## config.mk

```make
export PLATFORM = sky130hd
export DESIGN_NAME = cpu_mem_bridge
export DESIGN_NICKNAME = d
export VERILOG_FILES = /design/src/rtl/cpu_mem_bridge.sv
export SDC_FILE = /design/constraint.sdc
export NUM_CORES = 1
export LEC_CHECK = 0
export ABC_AREA = 1
export CAP_MARGIN = 10
export CORE_MARGIN = 2
export CORE_UTILIZATION = 47
export CTS_CLUSTER_SIZE = 16
export DETAILED_ROUTE_END_ITERATION = 6
export PLACE_DENSITY_LB_ADDON = 0.05
export SETUP_SLACK_MARGIN = 0.15
export SYNTH_ARGS = -nofsm -noshare
export SYNTH_HDL_FRONTEND = slang
export SYNTH_SLANG_ARGS = --single-unit
```

## constraint.sdc

```tcl
create_clock -name clk -period 2.8 [get_ports clk]
set_clock_uncertainty 0.2 [all_clocks]
set_input_delay 0.84 -clock clk [delete_from_list [all_inputs] [get_ports clk]]
set_output_delay 0.84 -clock clk [all_outputs]
set_load 0.005 [all_outputs]
```

## src/rtl/cpu_mem_bridge.sv

```systemverilog
// cpu_mem_bridge
//   Memory-side neighbour of the CPU. Takes one CPU load/store/fetch request
//   (8/16/32/48-bit), splits it into 16-bit halfword beats on a req/ack bus,
//   stalls the CPU through cpu_enable until the transfer ends, and returns the
//   assembled, zero-extended read data on cpu_rdata.
//
// Ports
//   clk, rst_n        clock, synchronous active-low reset
//   cpu_req_*         CPU request: valid, write, size (0..3 = 8/16/32/48b),
//                     byte address, LSB-aligned store data
//   cpu_enable        0 stalls the CPU
//   cpu_rdata         assembled read data, held until the next accepted request
//   cpu_misalign_err  last request was misaligned and was not performed
//   mem_req/we/addr/be/wdata  beat request towards memory
//   mem_ack/rdata     beat completion, read data valid with ack
//
// States
//   IDLE | waiting for a CPU request
//   BEAT | halfword beats in flight, mem_req high
//   DONE | one cycle, result valid, CPU released
module cpu_mem_bridge #(
  parameter int ADDR_W  = 32,
  parameter int RDATA_W = 48
) (
  input  logic               clk,
  input  logic               rst_n,
  input  logic               cpu_req_valid,
  input  logic               cpu_req_write,
  input  logic [1:0]         cpu_req_size,
  input  logic [ADDR_W-1:0]  cpu_req_addr,
  input  logic [RDATA_W-1:0] cpu_req_wdata,
  output logic               cpu_enable,
  output logic [RDATA_W-1:0] cpu_rdata,
  output logic               cpu_misalign_err,
  output logic               mem_req,
  output logic               mem_we,
  output logic [ADDR_W-1:0]  mem_addr,
  output logic [1:0]         mem_be,
  output logic [15:0]        mem_wdata,
  input  logic               mem_ack,
  input  logic [15:0]        mem_rdata
);

  typedef enum logic [1:0] {IDLE, BEAT, DONE} state_t;

  state_t             state, state_nxt;
  logic               accept;
  logic               misalign;
  logic               wr_q;
  logic [1:0]         size_q;
  logic [ADDR_W-1:0]  addr_q;
  logic [RDATA_W-1:0] wdata_q;
  logic [1:0]         k_q;
  logic [1:0]         last_k_q;
  logic [1:0]         last_k_in;
  logic [RDATA_W-1:0] rdata_q;
  logic               misalign_q;
  logic [ADDR_W-1:0]  beat_addr;

  assign misalign = (cpu_req_size != 2'd0) && cpu_req_addr[0];

  // Index of the final beat: sizes 0..3 take 1,1,2,3 beats.
  always_comb begin
    case (cpu_req_size)
      2'd2:    last_k_in = 2'd1;
      2'd3:    last_k_in = 2'd2;
      default: last_k_in = 2'd0;
    endcase
  end

  always_ff @(posedge clk) begin
    if (!rst_n) state <= IDLE;
    else        state <= state_nxt;
  end

  always_comb begin
    state_nxt  = state;
    accept     = 1'b0;
    cpu_enable = 1'b0;
    mem_req    = 1'b0;
    case (state)
      IDLE: begin
        cpu_enable = !cpu_req_valid;
        if (cpu_req_valid) begin
          accept    = 1'b1;
          state_nxt = misalign ? DONE : BEAT;
        end
      end
      BEAT: begin
        mem_req = 1'b1;
        if (mem_ack && (k_q == last_k_q)) state_nxt = DONE;
      end
      DONE: begin
        cpu_enable = 1'b1;
        state_nxt  = IDLE;
      end
      default: state_nxt = IDLE;
    endcase
    if (!rst_n) cpu_enable = 1'b0;
  end

  always_ff @(posedge clk) begin
    if (!rst_n) begin
      wr_q       <= 1'b0;
      size_q     <= 2'd0;
      addr_q     <= '0;
      wdata_q    <= '0;
      k_q        <= 2'd0;
      last_k_q   <= 2'd0;
      rdata_q    <= '0;
      misalign_q <= 1'b0;
    end else if (accept) begin
      wr_q       <= cpu_req_write;
      size_q     <= cpu_req_size;
      addr_q     <= cpu_req_addr;
      wdata_q    <= cpu_req_wdata;
      k_q        <= 2'd0;
      last_k_q   <= last_k_in;
      rdata_q    <= '0;
      misalign_q <= misalign;
    end else if ((state == BEAT) && mem_ack) begin
      k_q <= k_q + 2'd1;
      if (!wr_q) begin
        if (size_q == 2'd0) begin
          rdata_q[7:0] <= addr_q[0] ? mem_rdata[15:8] : mem_rdata[7:0];
        end else begin
          case (k_q)
            2'd0:    rdata_q[15:0]  <= mem_rdata;
            2'd1:    rdata_q[31:16] <= mem_rdata;
            default: rdata_q[47:32] <= mem_rdata;
          endcase
        end
      end
    end
  end

  assign cpu_rdata        = rdata_q;
  assign cpu_misalign_err = misalign_q;

  // Beat address wraps naturally at the top of the address space.
  assign beat_addr = {addr_q[ADDR_W-1:1], 1'b0} + ADDR_W'({k_q, 1'b0});

  // Beat outputs are forced to zero outside BEAT so they read 0 after reset.
  always_comb begin
    mem_we    = 1'b0;
    mem_addr  = '0;
    mem_be    = 2'b00;
    mem_wdata = 16'h0000;
    if (mem_req) begin
      mem_we   = wr_q;
      mem_addr = beat_addr;
      if (size_q == 2'd0) begin
        mem_be    = addr_q[0] ? 2'b10 : 2'b01;
        mem_wdata = {wdata_q[7:0], wdata_q[7:0]};
      end else begin
        mem_be = 2'b11;
        case (k_q)
          2'd0:    mem_wdata = wdata_q[15:0];
          2'd1:    mem_wdata = wdata_q[31:16];
          default: mem_wdata = wdata_q[47:32];
        endcase
      end
    end
  end

endmodule

```

==> run summary, run 1 <==
Worst skew pair latency -> 420 ps
NumNets Final -> 1388
Clock network power share -> 44.7%
Vias -> 7874
WP data arrival -> 2160 ps
Slowest cell on the critical path -> fa_2
Sw power -> 1.55 mW
Final setup margin -> -404 ps
Hold_sp -> cpu_misalign_err$_SDFFE_PN0P_
Setup slack, reg-to-reg -> 590 ps
Crit Path Category -> reg2out
Largest net degree at the start of global routing -> 86
Wire per inst -> 16.6 um
Post-Syn Nets -> 1113
Synthesized area -> 0.00659 mm2
H-tree depth -> 4
Yosys reg bits -> 138
Most common cell after layout, fill and taps aside -> nor2_1
1st-iter DRT viols -> 731
Final Hold Fails -> 0
Area delta synth->final -> 62.4%
Ys async rst share -> 0%
Crit-path max cell delay -> 420 ps
Sw Ratio -> 26.5%
I/O pin total -> 205
Worst r2r src -> k_q[0]$_SDFFE_PP0P_
Die area -> 0.0150 mm2
VDD IR-drop max -> 0.000380 V
FP Rows -> 43
First-pass GRT wire length -> 35.8 mm
Post-detail-place hpwl -> 15.2 mm
Die H -> 122 um
RePlAce Congestion -> 0.924
Status -> finished with violations
Total CTS buffers -> 17
Period utilization -> 114%
Total power draw -> 5.87 mW
First-pass DRT Iterations -> 5
GRT Resource Usage Total -> 30.9%
Port bufs -> 203
Core area -> 0.0138 mm2
CP Max Fanout -> 4
Post-route ant nets -> 0
Worst Hold Path EP -> cpu_misalign_err$_SDFFE_PN0P_
RSZ-0062 raised after global routing -> true
Internal -> 4.31 mW
Final setup viols -> 46
Vias per cell -> 5.35
Chip width -> 122 um
Crit-path cells -> ha_4 -> fa_2 -> nand3_4 -> inv_4 -> nand2_4 -> buf_4 -> o21ai_2 -> a2bb2oi_2 -> buf_2
Lkg Pwr -> 4.38 nW
Initial antenna violation count -> 0
Max clock buf depth -> 2
Root buf cell -> clkbuf_16
Comb pwr share -> 17.3%
CTS sink count -> 138
Max Cap Viol -> 0
Slew headroom -> 53.1%
Mean Syn Cell Area -> 6.56 um2
Setup crit start kind -> register
Sequential share of the synthesized area -> 41.9%
ANT cells -> 0
Yosys Warn Count -> 0
CTS tree -> done
Hold buffers post-CTS -> 0
EDFF count, synth -> 0
Syn Inst Count -> 1005
Congestion Overflow GR -> 0
Commonest non-fill, non-tap cells in the layout -> nor2_1, nand2_1, clkdlybuf4s50_1, o21ai_0, dfxtp_1
R2r worst-path depth -> 14
Post-synth top flop -> dfxtp_1
Initial Util -> 47.8%
Vias in the first global route -> 7195
Fillers -> 1040
Fin. max-slew vios -> 0
Failing checks -> negative setup slack
Highest clock rate -> 312 MHz
Worst hold stages -> 2
Cell variety after synth -> 36
Setup TNS -> -12870 ps
Layout cells sized above 1 -> 24.9%
Routed WL -> 24.4 mm
Slew @ Worst Pin -> 703 ps
RR Endpoint -> cpu_rdata[35]$_SDFFE_PP0P_
Worst EP required -> 1760 ps
Hold Path Class -> reg2reg
Post-route minimum period -> 3200 ps
Pwr Density -> 548 mW/mm2
DRC errors left -> 0
Flop pwr share -> 37.9%
Worst-path clk slew -> 60 ps
CP endpoint kind -> primary output
==> repair_timing <==
item	4_1_cts	5_1_grt
pin swaps	61	49
buffers inserted	25	13
gates cloned	5	1
endpoints found under the setup margin	52	48
resized for setup	329	60
==> synth_stat cells (2+ instances only) <==
cell	number	share of area, %
a21oi_1	48	3.6
buf_2	23	1.7
buf_4	4	0.46
buf_6	3	0.51
clkbuf_1	19	1.1
dfxtp_1	138	42
ha_1	4	0.76
inv_1	42	2.4
inv_2	6	0.34
nand2_1	176	10
nand2_2	3	0.28
nand2_4	2	0.34
nand3_1	56	4.3
nand3_4	2	0.53
nand3b_1	2	0.23
nor2_1	310	18
nor2_2	6	0.57
nor2_4	2	0.34
o21ai_0	136	10
o21ai_1	4	0.30
o22ai_1	2	0.19
xnor2_1	3	0.40
==> worst max path at each step <==
stage,from,to,cells after the start,slack [ps]
after floorplan,k_q[0]$_SDFFE_PP0P_,mem_addr[27],9,260
after global placement,addr_q[1]$_SDFFE_PN0P_,mem_addr[11],8,-350
after detailed placement,addr_q[1]$_SDFFE_PN0P_,mem_addr[11],8,-370
after global routing,addr_q[2]$_SDFFE_PN0P_,mem_addr[18],12,-510
after CTS,k_q[0]$_SDFFE_PP0P_,mem_addr[27],12,-340
final,addr_q[1]$_SDFFE_PN0P_,mem_addr[11],9,-400
==> through the flow <==
step / hold slack, ps / worst slack, ps / util, % / std cells / area, um2
finish: 263 / -404 / 77.7 / 1472 / 10700
global route: 298 / -508 / 77.7 / 1472 / 10700
CTS: 269 / -340 / 75.1 / 1458 / 10300
detailed placement: 248 / -374 / 66.1 / 1397 / 9110
global placement: 241 / -349 / 66.1 / 1397 / 9110
floorplan: 239 / 259 / - / 1005 / 6590
==> state kept, by name, indices dropped and copies added, names as in the netlist <==
name	cells
addr_q	32
cpu_misalign_err	1
cpu_rdata	48
k_q	2
last_k_q	2
size_q	2
state	2
wdata_q	48
wr_q	1
==> worst max-delay path, delay by kind of cell (launching register included) <==
family | cells | cell delay (ps)
fa+ha+maj | 2 | 590
simple gates | 2 | 230
buf+inv | 3 | 320
compound gates | 2 | 250
flops | 1 | 340
==> power groups by stage <==
stage	logic (mW)	registers, mW	clock network [mW]
floorplan	0.465	2.21	0
global placement	0.851	2.24	0
detailed placement	0.864	2.24	0
CTS	0.946	2.21	2.62
global route	1.11	2.24	2.70
finish	1.02	2.22	2.62
==> layout make-up <==
cell class / count / area, um2 / area share (%)
multi-input cells: 765 / 3880 / 36.3
clock inverters: 10 / 213 / 1.99
repair buffers: 307 / 2910 / 27.2
clock buffers: 21 / 470 / 4.40
inverters: 51 / 223 / 2.08
well taps: 180 / 225 / 2.10
flip-flops and latches: 138 / 2780 / 26.0
==> kinds of logic (layout without fill, tap and decap cells) <==
kind of cell	Yosys count	in the layout	share of synthesized area [%]
xor+xnor	4	4	0.532
other cells	1	1	0.0569
compound gates	194	194	15.0
simple gates	561	561	34.5
flops	138	138	41.9
buf+inv	102	389	6.97
fa+ha+maj	5	5	1.06
==> layer usage <==
layer	vias to the layer above	GRT usage (%)	share of wire (%)
li1	3775	-	-
met2	401	51.4	47
met5	-	0	0
met3	86	6.64	7.5
met1	3612	38.7	41
met4	0	13.2	4.3
Note: power is estimated with default switching activity, not from simulation.
==> inputs of run 2 (changes only) <==
==> constraint.sdc (replaced) <==
create_clock -name clk -period 2.8 [get_ports clk]
set_clock_uncertainty 0.2 [all_clocks]
set_input_delay 0.42 -clock clk [delete_from_list [all_inputs] [get_ports clk]]
set_output_delay 0.42 -clock clk [all_outputs]
set_load 0.005 [all_outputs]
==> run summary, run 2 (same netlist as run 1, synthesis figures left out) <==
Max clock buf depth -> 2 (unchanged)
Pwr Density -> 514 mW/mm2 (-6.2%)
Die H -> 122 um (unchanged)
First-pass DRT Iterations -> 6 (+1)
Area post-placement -> 0.00869 mm2 (-4.6%)
Post-route ant nets -> 0 (unchanged)
Hold Path Class -> in2reg
Post-route minimum period -> 2710 ps (-494 ps)
Setup TNS -> 0 ps (+12870 ps)
Core area -> 0.0138 mm2 (unchanged)
Crit-path max cell delay -> 390 ps (-30 ps)
Port bufs -> 203 (unchanged)
RSZ-0062 raised after global routing -> true
CTS sink count -> 138 (unchanged)
First-pass GRT wire length -> 31.6 mm (-12%)
NumNets Final -> 1333 (-4.0%)
Vias -> 7332 (-6.9%)
RePlAce Congestion -> 1.01 (+9.7%)
Slew headroom -> 60.4% (+7.2 points)
Fillers -> 1232 (+18%)
Fin. max-slew vios -> 0 (unchanged)
DRC errors left -> 0 (unchanged)
CTS tree -> done
Final setup margin -> 90.5 ps (+494 ps)
GRT Resource Usage Total -> 27.2% (-3.7 points)
Initial antenna violation count -> 0 (unchanged)
Max Cap Viol -> 0 (unchanged)
Largest net degree at the start of global routing -> 73 (-15%)
H-tree depth -> 4 (unchanged)
Layout cells sized above 1 -> 16.6% (-8.3 points)
Die area -> 0.0150 mm2 (unchanged)
Worst EP required -> 2180 ps (+420 ps)
Commonest non-fill, non-tap cells in the layout -> nor2_1, nand2_1, clkdlybuf4s50_1, o21ai_0, dfxtp_1
Most common cell after layout, fill and taps aside -> nor2_1
Worst-path clk slew -> 50 ps (about the same)
Final Hold Fails -> 0 (unchanged)
Chip width -> 122 um (unchanged)
Setup crit start kind -> register
Status -> finished clean
Setup slack, reg-to-reg -> 560 ps (-30 ps)
Wire per inst -> 14.7 um (-11%)
Slew @ Worst Pin -> 595 ps (-108 ps)
Routed WL -> 20.8 mm (-15%)
Register area -> 0.00278 mm2 (+0.23%)
CP endpoint kind -> primary output
ANT cells -> 0 (unchanged)
CP Max Fanout -> 5 (+1)
Slowest cell on the critical path -> fa_2
Final setup viols -> 0 (-100%)
Congestion Overflow GR -> 0 (unchanged)
Post-detail-place hpwl -> 14.0 mm (-7.8%)
Lkg Pwr -> 3.91 nW (-11%)
Vias in the first global route -> 6488 (-9.8%)
FP Rows -> 43 (unchanged)
1st-iter DRT viols -> 741 (+1.4%)
I/O pin total -> 205 (unchanged)
VDD IR-drop max -> 0.000378 V (-0.54%)
Design Area, Final -> 0.00980 mm2 (-8.5%)
Area of the multi-input gates -> 0.00370 mm2 (-4.6%)
Highest clock rate -> 369 MHz (+18%)
Total CTS buffers -> 17 (unchanged)
Area delta synth->final -> 48.7%
Initial Util -> 47.8% (unchanged)
Worst slack at placement -> 67.6 ps (+442 ps)
Crit-path cells -> ha_4 -> fa_2 -> nand3_2 -> inv_2 -> nand2_4 -> nor2_4 -> buf_4 -> a21oi_2 -> nor2_1 -> buf_2
Crit Path Category -> reg2out
WP data arrival -> 2090 ps (-70 ps)
Period utilization -> 96.8% (-18 points)
Worst skew pair latency -> 420 ps (about the same)
Root buf cell -> clkbuf_16
Vias per cell -> 5.18 (-3.1%)
[run 2: cell count changes in the layout (fill, tap and decap cells not counted), sizes merged]
cell	previous run	this run
buf	149	67
dlygate4sd2	5	14
clkbuf	22	30
clkdlybuf4s50	149	156
bufinv	6	0
clkdlybuf4s15	0	5
clkinv	3	6
bufbuf	2	0
clkinvlp	2	3
[run 2: per-stage QoR]
step	total power [mW]	utilization (%)	cells	hold slack, ps
after floorplan	2.68	-	1005	239
after global placement	3.01	63.1	1351	240
after detailed placement	3.02	63.1	1351	256
after CTS	5.02	69.5	1399	68.7
after global routing	5.26	71.1	1415	109
final	5.04	71.1	1415	86.5
[run 2: path summary, 6_finish.rpt]
| check | start | to | cells past startpoint |
|---|---|---|---|
| worst min register to register | cpu_rdata[3]$_SDFFE_PP0P_ | cpu_rdata[3]$_SDFFE_PP0P_ | 2 |
| worst min-delay path | rst_n | state[0]$_SDFFE_PN0P_ | 3 |
| worst max-delay path | k_q[0]$_SDFFE_PP0P_ | mem_addr[19] | 10 |
| worst max register to register | k_q[0]$_SDFFE_PP0P_ | cpu_rdata[32]$_SDFFE_PP0P_ | 14 |
[run 2: worst max-delay path, delay by kind of cell, from the launching register on]
kind / cells / cell delay [ps]
simple gates: 4 / 320
buf+inv: 3 / 330
compound gates: 1 / 120
flops: 1 / 350
fa+ha+maj: 2 / 550
[run 2: cell type report]
| type | count | area share, % |
|---|---|---|
| Timing Repair inverter | 1 | 0.0766 |
| Clock buffer | 22 | 4.74 |
| Multi-Input combinational cell | 765 | 37.8 |
| Tap cell | 180 | 2.30 |
| Inverter | 51 | 2.22 |
| Sequential cell | 138 | 28.4 |
| Clock inverter | 7 | 0.485 |
| Timing Repair Buffer | 251 | 24.0 |
[run 2: timing repair]
item	CTS	global route
gates resized for setup	193	62
endpoints found under the setup margin	50	37
pin swaps	22	20
cloned	2	0
hold buffers	0	0
setup buffers	17	16
[run 2: power breakdown]
| part | internal (mW) | leakage [nW] | switching [mW] | total [mW] |
|---|---|---|---|---|
| Combinational | 0.386 | 2.53 | 0.464 | 0.850 |
| Clock | 1.16 | 0.248 | 0.805 | 1.96 |
| Sequential | 2.10 | 1.14 | 0.128 | 2.23 |
[run 2: per-layer routing]
layer / routed length [um] / global-route usage [%] / vias up
met5: 0 / 0 / -
met4: 367 / 7.83 / 0
met3: 1710 / 7.25 / 37
met2: 9890 / 45.9 / 320
met1: 8830 / 34.1 / 3325
li1: - / - / 3650
==> inputs of run 3 (changes only) <==
--- a/config.mk
+++ b/config.mk
@@ -8,9 +8,11 @@
 export ABC_AREA = 1
 export CAP_MARGIN = 10
 export CORE_MARGIN = 2
-export CORE_UTILIZATION = 47
+export CORE_UTILIZATION = 63
 export CTS_CLUSTER_SIZE = 16
 export DETAILED_ROUTE_END_ITERATION = 6
+export DONT_BUFFER_PORTS = 1
+export GPL_TIMING_DRIVEN = 1
 export PLACE_DENSITY_LB_ADDON = 0.05
 export SETUP_SLACK_MARGIN = 0.15
 export SYNTH_ARGS = -nofsm -noshare
==> run summary, run 3 (same netlist as run 1, synthesis figures left out) <==
Slew @ Worst Pin -> 536 ps (-58.4 ps)
Slew headroom -> 64.2% (+3.9 points)
Max clock buf depth -> 2 (unchanged)
R2r worst-path depth -> 6 (-8)
Port bufs -> 0 (-100%)
Post-route minimum period -> 2760 ps (+49.9 ps)
Slowest cell on the critical path -> fa_2
Congestion Overflow GR -> 0 (unchanged)
Util after Layout -> 83.3% (+12 points)
Die area -> 0.0113 mm2 (-25%)
Routed WL -> 21.4 mm (+2.9%)
ANT cells -> 0 (unchanged)
Final Hold Fails -> 0 (unchanged)
Period utilization -> 98.5% (+1.8 points)
Vias -> 7200 (-1.8%)
Layout Cells excl Fill -> 1238 (-13%)
Crit Path Category -> reg2out
Root buf cell -> clkbuf_8
First-pass GRT wire length -> 32.7 mm (+3.4%)
Vias per cell -> 5.82 (+12%)
Vias in the first global route -> 6727 (+3.7%)
FP Rows -> 37 (-14%)
Status -> finished clean
Wire per inst -> 17.3 um (+18%)
Hold Path Class -> in2reg
Post-route ant nets -> 0 (unchanged)
First-pass DRT Iterations -> 6 (unchanged)
GRT Resource Usage Total -> 36.4% (+9.2 points)
Area delta synth->final -> 29.4%
Worst hold stages -> 4 (+1)
1st-iter DRT viols -> 732 (-1.2%)
Pwr Density -> 600 mW/mm2 (+17%)
Max Cap Viol -> 0 (unchanged)
DRC errors left -> 0 (unchanged)
CTS sink count -> 138 (unchanged)
Highest clock rate -> 362 MHz (-1.8%)
Crit-path max cell delay -> 420 ps (+30 ps)
Largest net degree at the start of global routing -> 87 (+19%)
Core area -> 0.0102 mm2 (-26%)
WP data arrival -> 2140 ps (+50 ps)
Total CTS buffers -> 17 (unchanged)
Worst skew pair latency -> 520 ps (+100 ps)
Setup TNS -> 0 ps (unchanged)
Most common cell after layout, fill and taps aside -> nor2_1
CTS tree -> done
Final setup viols -> 0 (unchanged)
CP Max Fanout -> 4 (-1)
Fin. max-slew vios -> 0 (unchanged)
NumNets Final -> 1197 (-10%)
Placed insts -> 1097 (-19%)
Worst r2r src -> state[1]$_SDFFE_PN0P_
VDD IR-drop max -> 0.000410 V (+8.5%)
Initial Util -> 64.4% (+17 points)
CP endpoint kind -> primary output
I/O pin total -> 205 (unchanged)
Layout cells sized above 1 -> 11.7% (-4.9 points)
Die H -> 106 um (-13%)
Crit-path cells -> ha_4 -> fa_2 -> nand3_4 -> inv_4 -> nand2_4 -> nor2_4 -> buf_6 -> nand3_2 -> nand2_2 -> nor2_2
H-tree depth -> 4 (unchanged)
Initial antenna violation count -> 0 (unchanged)
RSZ-0062 raised after global routing -> true
Hold_sp -> mem_rdata[15]
Setup crit start kind -> register
Worst EP required -> 2180 ps (about the same)
Lkg Pwr -> 3.27 nW (-16%)
Worst-path clk slew -> 60 ps (about the same)
Commonest non-fill, non-tap cells in the layout -> nor2_1, nand2_1, o21ai_0, dfxtp_1, dlygate4sd3_1
Crit path launch -> k_q[0]$_SDFFE_PP0P_
RePlAce Congestion -> 0.953 (-6.0%)
Post-detail-place hpwl -> 13.1 mm (-6.5%)
Chip width -> 106 um (-13%)
run 3: final timing paths:
check,slack (ps),to
hold reg to reg,280,size_q[1]$_SDFFE_PN0P_
setup / recovery,40,mem_addr[19]
hold / removal,30,cpu_rdata[7]$_SDFFE_PP0P_
setup reg to reg,420,wdata_q[15]$_SDFFE_PN0P_
run 3: what timing repair did:
item | 4_1_cts | 5_1_grt
hold buffers | 103 | 0
setup buffers | 0 | 5
resized for setup | 14 | 77
gates cloned | 0 | 1
hold endpoints to repair | 137 | 0
endpoints found under the setup margin | 19 | 47
pin swaps | 1 | 13
run 3: critical path: cells and delay by family (launching register included):
kind | cells | cell delay, ps
adder cells (fa/ha/maj) | 2 | 590
AND/OR/NAND/NOR | 6 | 500
flip-flops | 1 | 360
buffers and inverters | 2 | 180
run 3: per-layer routing:
metal  global-route usage, %  part of all wire [%]  wire [um]  vias up
met5                       0                     0          0        -
met4                    15.5                   3.5        752        0
met3                    10.7                    10       2240       89
met2                    58.7                    47      10000      464
met1                    45.4                    39       8380     3247
li1                        -                     -          -     3400
run 3: cell type report:
class	instances	area, um2
Multi-Input combinational cell	765	3620
Sequential cell	138	2770
Fill cell	646	1710
Timing Repair Buffer	115	1170
Clock buffer	17	414
Inverter	51	221
Tap cell	136	170
Clock inverter	15	143
Timing Repair inverter	1	7.51
run 3: where the power goes:
part / internal [mW] / switching (mW)
registers: 2.10 / 0.129
clock network: 1.20 / 0.927
logic: 0.290 / 0.472
total: 3.58 / 1.53
run 3: through the flow:
step | hold WS [ps] | setup slack, ps | instance area, um2 | total power, mW
5_1_grt | 55.7 | -40.2 | 8520 | 5.30
6_report | 29.3 | 40.7 | 8520 | 5.11
3_5_place_dp | 269 | 472 | 6570 | 2.80
2_1_floorplan | 239 | 679 | 6590 | 2.68
4_1_cts | 10.9 | 93.7 | 8210 | 5.02
3_3_place_gp | 249 | 498 | 6570 | 2.78
